[src/rtl/hazard_stall_ctrl.sv]
// Decode-stage stall/flush controller: load-use interlock, data-memory wait states,
// taken-branch squash, HALT freeze, memory-wait watchdog and stall-cycle statistics.
module hazard_stall_ctrl #(
  parameter int REG_W    = 3,
  parameter int CNT_W    = 16,
  parameter int WDOG_CYC = 64
) (
  input  logic             clk,
  input  logic             rst_n,
  input  logic [REG_W-1:0] IFID_Rs,
  input  logic [REG_W-1:0] IFID_Rt,
  input  logic             IFID_rdRs,
  input  logic             IFID_rdRt,
  input  logic [REG_W-1:0] IDEX_Rd,
  input  logic             IDEX_MemRead,
  input  logic             IDEX_RegWrite,
  input  logic             mem_busy,
  input  logic             br_taken,
  input  logic             halt_dec,
  output logic             PC_we,
  output logic             IFID_we,
  output logic             IDEX_bubble,
  output logic             IFID_flush,
  output logic             MEM_freeze,
  output logic             mem_timeout,
  output logic [CNT_W-1:0] stall_cycles
);

  localparam int WD_W = $clog2(WDOG_CYC + 1);

  typedef enum logic [1:0] {
    S_RUN      = 2'd0,
    S_MEM_WAIT = 2'd1,
    S_FLUSH    = 2'd2,
    S_HALTED   = 2'd3
  } state_t;

  state_t             state_q, state_d;
  logic               pend_flush_q, pend_flush_d;
  logic [WD_W-1:0]    wdog_q, wdog_d;
  logic               mem_timeout_q, mem_timeout_d;
  logic [CNT_W-1:0]   stall_cycles_q, stall_cycles_d;

  logic lu_haz_s, wdog_hit_s;
  logic pc_we_s, ifid_we_s, idex_bubble_s, ifid_flush_s, mem_freeze_s;

  assign lu_haz_s = IDEX_MemRead & IDEX_RegWrite &
                    ((IFID_rdRs & (IDEX_Rd == IFID_Rs)) |
                     (IFID_rdRt & (IDEX_Rd == IFID_Rt)));

  // Next state and zero-latency pipeline controls; priority halt > mem_busy > br_taken > lu_haz.
  always_comb begin
    state_d       = state_q;
    pend_flush_d  = pend_flush_q;
    pc_we_s       = 1'b0;
    ifid_we_s     = 1'b0;
    idex_bubble_s = 1'b0;
    ifid_flush_s  = 1'b0;
    mem_freeze_s  = 1'b0;
    if (halt_dec) begin
      state_d       = S_HALTED;
      pend_flush_d  = 1'b0;
      idex_bubble_s = 1'b1;
    end else begin
      case (state_q)
        S_RUN: begin
          if (mem_busy) begin
            mem_freeze_s = 1'b1;
            pend_flush_d = br_taken;
            state_d      = S_MEM_WAIT;
          end else if (br_taken) begin
            pc_we_s       = 1'b1;
            ifid_we_s     = 1'b1;
            idex_bubble_s = 1'b1;
            ifid_flush_s  = 1'b1;
            state_d       = S_FLUSH;
          end else if (lu_haz_s) begin
            idex_bubble_s = 1'b1;
          end else begin
            pc_we_s   = 1'b1;
            ifid_we_s = 1'b1;
          end
        end
        S_MEM_WAIT: begin
          if (mem_busy) begin
            mem_freeze_s = 1'b1;
            pend_flush_d = pend_flush_q | br_taken;
          end else if (pend_flush_q | br_taken) begin
            // Memory done but a squash is owed: keep the wrong-path decode instr out of EX.
            idex_bubble_s = 1'b1;
            pend_flush_d  = 1'b0;
            state_d       = S_FLUSH;
          end else if (lu_haz_s) begin
            idex_bubble_s = 1'b1;
            state_d       = S_RUN;
          end else begin
            pc_we_s   = 1'b1;
            ifid_we_s = 1'b1;
            state_d   = S_RUN;
          end
        end
        S_FLUSH: begin
          if (mem_busy) begin
            mem_freeze_s = 1'b1;
            pend_flush_d = 1'b1;
            state_d      = S_MEM_WAIT;
          end else begin
            pc_we_s       = 1'b1;
            ifid_we_s     = 1'b1;
            idex_bubble_s = 1'b1;
            ifid_flush_s  = 1'b1;
            state_d       = S_RUN;
          end
        end
        S_HALTED: begin
          idex_bubble_s = 1'b1;
        end
        default: begin
          idex_bubble_s = 1'b1;
          state_d       = S_RUN;
        end
      endcase
    end
  end

  // Watchdog on consecutive busy cycles and saturating stall statistics.
  always_comb begin
    wdog_hit_s = mem_busy && (wdog_q == WD_W'(WDOG_CYC - 1));
    if (!mem_busy) begin
      wdog_d = {WD_W{1'b0}};
    end else if (wdog_q != WD_W'(WDOG_CYC)) begin
      wdog_d = wdog_q + {{(WD_W-1){1'b0}}, 1'b1};
    end else begin
      wdog_d = wdog_q;
    end
    mem_timeout_d = mem_timeout_q | wdog_hit_s;
    if (!pc_we_s && (state_q != S_HALTED) && (stall_cycles_q != {CNT_W{1'b1}})) begin
      stall_cycles_d = stall_cycles_q + {{(CNT_W-1){1'b0}}, 1'b1};
    end else begin
      stall_cycles_d = stall_cycles_q;
    end
  end

  // Output stage: reset forces the safe pipeline-hold values while rst_n is low.
  always_comb begin
    if (!rst_n) begin
      PC_we       = 1'b0;
      IFID_we     = 1'b0;
      IDEX_bubble = 1'b1;
      IFID_flush  = 1'b0;
      MEM_freeze  = 1'b0;
      mem_timeout = 1'b0;
    end else begin
      PC_we       = pc_we_s;
      IFID_we     = ifid_we_s;
      IDEX_bubble = idex_bubble_s;
      IFID_flush  = ifid_flush_s;
      MEM_freeze  = mem_freeze_s;
      mem_timeout = mem_timeout_q | wdog_hit_s;
    end
  end

  assign stall_cycles = stall_cycles_q;

  // State registers.
  always_ff @(posedge clk or negedge rst_n) begin
    if (!rst_n) begin
      state_q        <= S_RUN;
      pend_flush_q   <= 1'b0;
      wdog_q         <= {WD_W{1'b0}};
      mem_timeout_q  <= 1'b0;
      stall_cycles_q <= {CNT_W{1'b0}};
    end else begin
      state_q        <= state_d;
      pend_flush_q   <= pend_flush_d;
      wdog_q         <= wdog_d;
      mem_timeout_q  <= mem_timeout_d;
      stall_cycles_q <= stall_cycles_d;
    end
  end

endmodule

[config.mk]
export PLATFORM = sky130hd
export DESIGN_NAME = hazard_stall_ctrl
export DESIGN_NICKNAME = d
export VERILOG_FILES = /design/src/rtl/hazard_stall_ctrl.sv
export SDC_FILE = /design/constraint.sdc
export NUM_CORES = 1
export LEC_CHECK = 0
export ABC_CLOCK_PERIOD_IN_PS = 3400
export CAP_MARGIN = 10
export CORE_MARGIN = 1.5
export CORE_UTILIZATION = 53
export DETAILED_ROUTE_END_ITERATION = 7
export PLACE_DENSITY_LB_ADDON = 0.25
export SYNTH_ARGS = -nofsm -noshare
export SYNTH_HDL_FRONTEND = slang
export SYNTH_SLANG_ARGS = --single-unit
[constraint.sdc]
create_clock -name clk -period 3.4 [get_ports clk]
set_input_delay 0.85 -clock clk [delete_from_list [all_inputs] [get_ports clk]]
set_output_delay 0.85 -clock clk [all_outputs]
set_load 0.1 [all_outputs]
==> results by group <==
Synth
  • Largest cells by area after synthesis: dfrtp_1 40%, xnor2_1 13%, ha_1 5.2%
  • Yosys reg bits: 27
  • Ys async rst share: 1.00
  • Yosys warns: 0
  • Unique masters post-synth: 40
  • Synth area leader: dfrtp_1
  • Synth top area share: 0.404
  • Syn Area/Cell: approximately 9.7 um2
  • Mapped Area: 0.00167 mm2
  • EDFF count, synth: 0
  • Main flop type after synthesis: dfrtp_1
  • Mapped Cells: 172
  • Synthesized Nets: between 150 and 200
  • Sequential area share after synthesis: 0.404

Power and ir drop
  • Comb power frac: 0.619
  • Psw: just under 0.8 mW
  • Clk pwr share: 0.091
  • Worst VDD drop: 0.427 mV
  • Pleak: between 0.9 and 1 nW
  • Sw Ratio: 0.510
  • Power Total: ~1.5 mW
  • PD cells: 690 mW/mm2
  • Part of the power in registers: 0.290
  • Internal Power: 0.749 mW

Clocking
  • Clock transition at path regs: about 0.14 ns
  • Clk Latency, worst-skew pair: 0.33 ns
  • Setup Fix Bufs, Post-CTS: 0
  • Clock buffer count from CTS: 3
  • Longest Clk Path Bufs: 2
  • Clock sink count: 27
  • Post_cts resized: 0
  • H-tree depth: 1
  • TritonCTS clock tree: yes
  • # hold bufs at CTS: 0
  • Root buf cell: clkbuf_4

Run
  • Max capacitance violation total: 0

Detailed routing
  • DR iter-0 viols: 95
  • Wire length per cell: 14.3 um
  • DR pass1 iterations: 4
  • Vias: 1453
  • Post-route ant nets: 0
  • Routed vias/inst: 5.55
  • Residual DRC: 0
  • WL final: 3750 um

Layout
  • Layout Nets: 244
  • Antenna cells: 0
  • Layout area overhead: 32.7%
  • Fillers: 235
  • Share of layout cells above drive strength 1: 0.188

Setup path
  • Worst r2r path cells: 8
  • Reg2reg start: state_q[0]
  • R2R Setup Slk: 1.17 ns
  • Highest-delay cell along the critical path: clkdlybuf4s50_1
  • Crit path largest cell delay: about 0.45 ns
  • Reg-to-reg endpoint: stall_cycles[14]
  • Worst setup EP type: output pin
  • Critical Path, Cell by Cell: clkdlybuf4s50_1 -> xnor2_1 -> nand4_1 -> a21oi_1 -> o21bai_4 -> a211oi_4 -> buf_12
  • Startpoint types: primary input
  • Setup CP Type: primary input to output pin
  • Crit path launch: IDEX_Rd[2]
  • Max Fanout on Critical Path: 2
  • Req. time, crit path: 2.55 ns
  • Arr. time, crit path: around 2.4 ns
  • CP endpoint: PC_we

Place
  • Port bufs: 39
  • Post-DP HPWL: 2940 um
  • Gpl congestion: slightly above 0.9

Timing
  • Worst relative slew slack: 0.709
  • RSZ-0062 raised after global routing: false
  • Slew @ Worst Pin: 0.433 ns
  • TNS Setup: 0 ns
  • Final Max Slew Viols: 0
  • Final min period: about 3.3 ns
  • Hold_ws: 0.470 ns
  • Fin. Hold Viols: 0
  • Setup Viol. Count Final: 0
  • Tcrit/Tclk final: 0.967
  • F_max: 304 MHz
  • Clock skew: 0.00165 ns

Min path
  • Worst hold path type: register to register
  • Hold_sp: mem_timeout_q

Floorplanning
  • I/O pin count: 40
  • Starting Density: 0.552
  • Core footprint: 0.00303 mm2
  • Die H: 59.1 um
  • Die X: just under 60 um
  • FP Rows: 20
  • Die Footprint: 0.00350 mm2

Global routing
  • Initial antenna violation count: 0
  • GRT overflow: 0
  • Global-route wire length before repair: 6300 um
  • Largest net degree at the start of global routing: 24
  • GRT Overall Usage: 0.236
  • Vias in the first global route: 1456

Status
  • Status: finished clean
## Yosys cell counts, types with 2 or more instances
cell type	instances
nor3_1	2
and2_1	6
a21boi_0	2
mux2i_1	4
ha_1	7
and3_1	8
a21oi_1	5
o21ai_0	4
nand4_1	11
nor2_1	14
nand3_1	13
nand2_1	9
xnor2_1	24
o22ai_1	2
inv_1	10
dfrtp_1	27
## layout make-up
| type | count | area [um2] | area share |
|---|---|---|---|
| inverters | 10 | 37.5 | 0.0169 |
| repair buffers | 46 | 463 | 0.209 |
| clock buffers | 4 | 26.3 | 0.0119 |
| well taps | 44 | 55.1 | 0.0248 |
| flip-flops and latches | 27 | 676 | 0.305 |
| multi-input cells | 131 | 958 | 0.433 |
## critical path, delay by kind of cell
family / cells / cell delay [ns]
buf+inv: 2 / 0.67
compound gates: 3 / 0.65
simple gates: 1 / 0.11
xor+xnor: 1 / 0.15
## per-stage QoR
step                      instance area (um2)  instances  utilization  worst slack (ns)
after global placement                   2190        258        0.723             0.164
after floorplan                          1710        172            -            0.0228
final                                    2220        262        0.732             0.113
after detailed placement                 2190        258        0.723             0.112
after global routing                     2220        262        0.732           0.00980
after CTS                                2220        262        0.732             0.104
## power groups by stage
stage | clock, mW | combinational [mW] | sequential [mW]
2_1_floorplan | 0 | 0.484 | 0.689
3_3_place_gp | 0 | 0.918 | 0.442
3_5_place_dp | 0 | 0.943 | 0.450
4_1_cts | 0.142 | 0.947 | 0.443
5_1_grt | 0.155 | 1.00 | 0.452
6_report | 0.139 | 0.945 | 0.444
## placed cells by master, fill, tap and decap left out, drive strengths merged, types with 2 or more instances in the layout
master / instances
nor4: 2
mux2i: 4
a21boi: 2
buf: 29
and2: 6
clkdlybuf4s50: 17
nor2: 14
a21oi: 5
inv: 10
o21ai: 4
dfrtp: 27
xnor2: 24
nand2: 9
and3: 8
nor3: 2
o22ai: 2
nand4: 11
nand3: 13
clkbuf: 4
ha: 7
## kinds of logic (layout without fill, tap and decap cells)
logic type               Yosys count  in the layout  synth area share
AND/OR/NAND/NOR                   72             72             0.233
multiplexers                       5              5            0.0330
flip-flops                        27             27             0.404
buffers and inverters             14             60            0.0389
AO/OA/AOI/OAI                     22             22             0.107
XOR/XNOR                          25             25             0.131
adder cells (fa/ha/maj)            7              7            0.0524
## flip-flops by register name, indices dropped and copies added, names as in the netlist
| register | flops |
|---|---|
| state_q | 2 |
| pend_flush_q | 1 |
| mem_timeout_q | 1 |
| wdog_q | 7 |
| stall_cycles | 16 |
## per-layer routing
| layer | part of all wire | track usage |
|---|---|---|
| met5 | 0 | 0 |
| met4 | 0.020 | 0.0942 |
| met3 | 0.046 | 0.0262 |
| met2 | 0.52 | 0.405 |
| met1 | 0.42 | 0.302 |
## worst min-delay path by stage
stage	to	slack [ns]	cells past startpoint
after floorplan	mem_timeout_q	0.43	1
after global routing	mem_timeout_q	0.48	1
final	mem_timeout_q	0.47	1
after detailed placement	mem_timeout_q	0.44	1
after global placement	mem_timeout_q	0.43	1
after CTS	mem_timeout_q	0.48	1
Note: power is estimated with default switching activity, not from simulation.
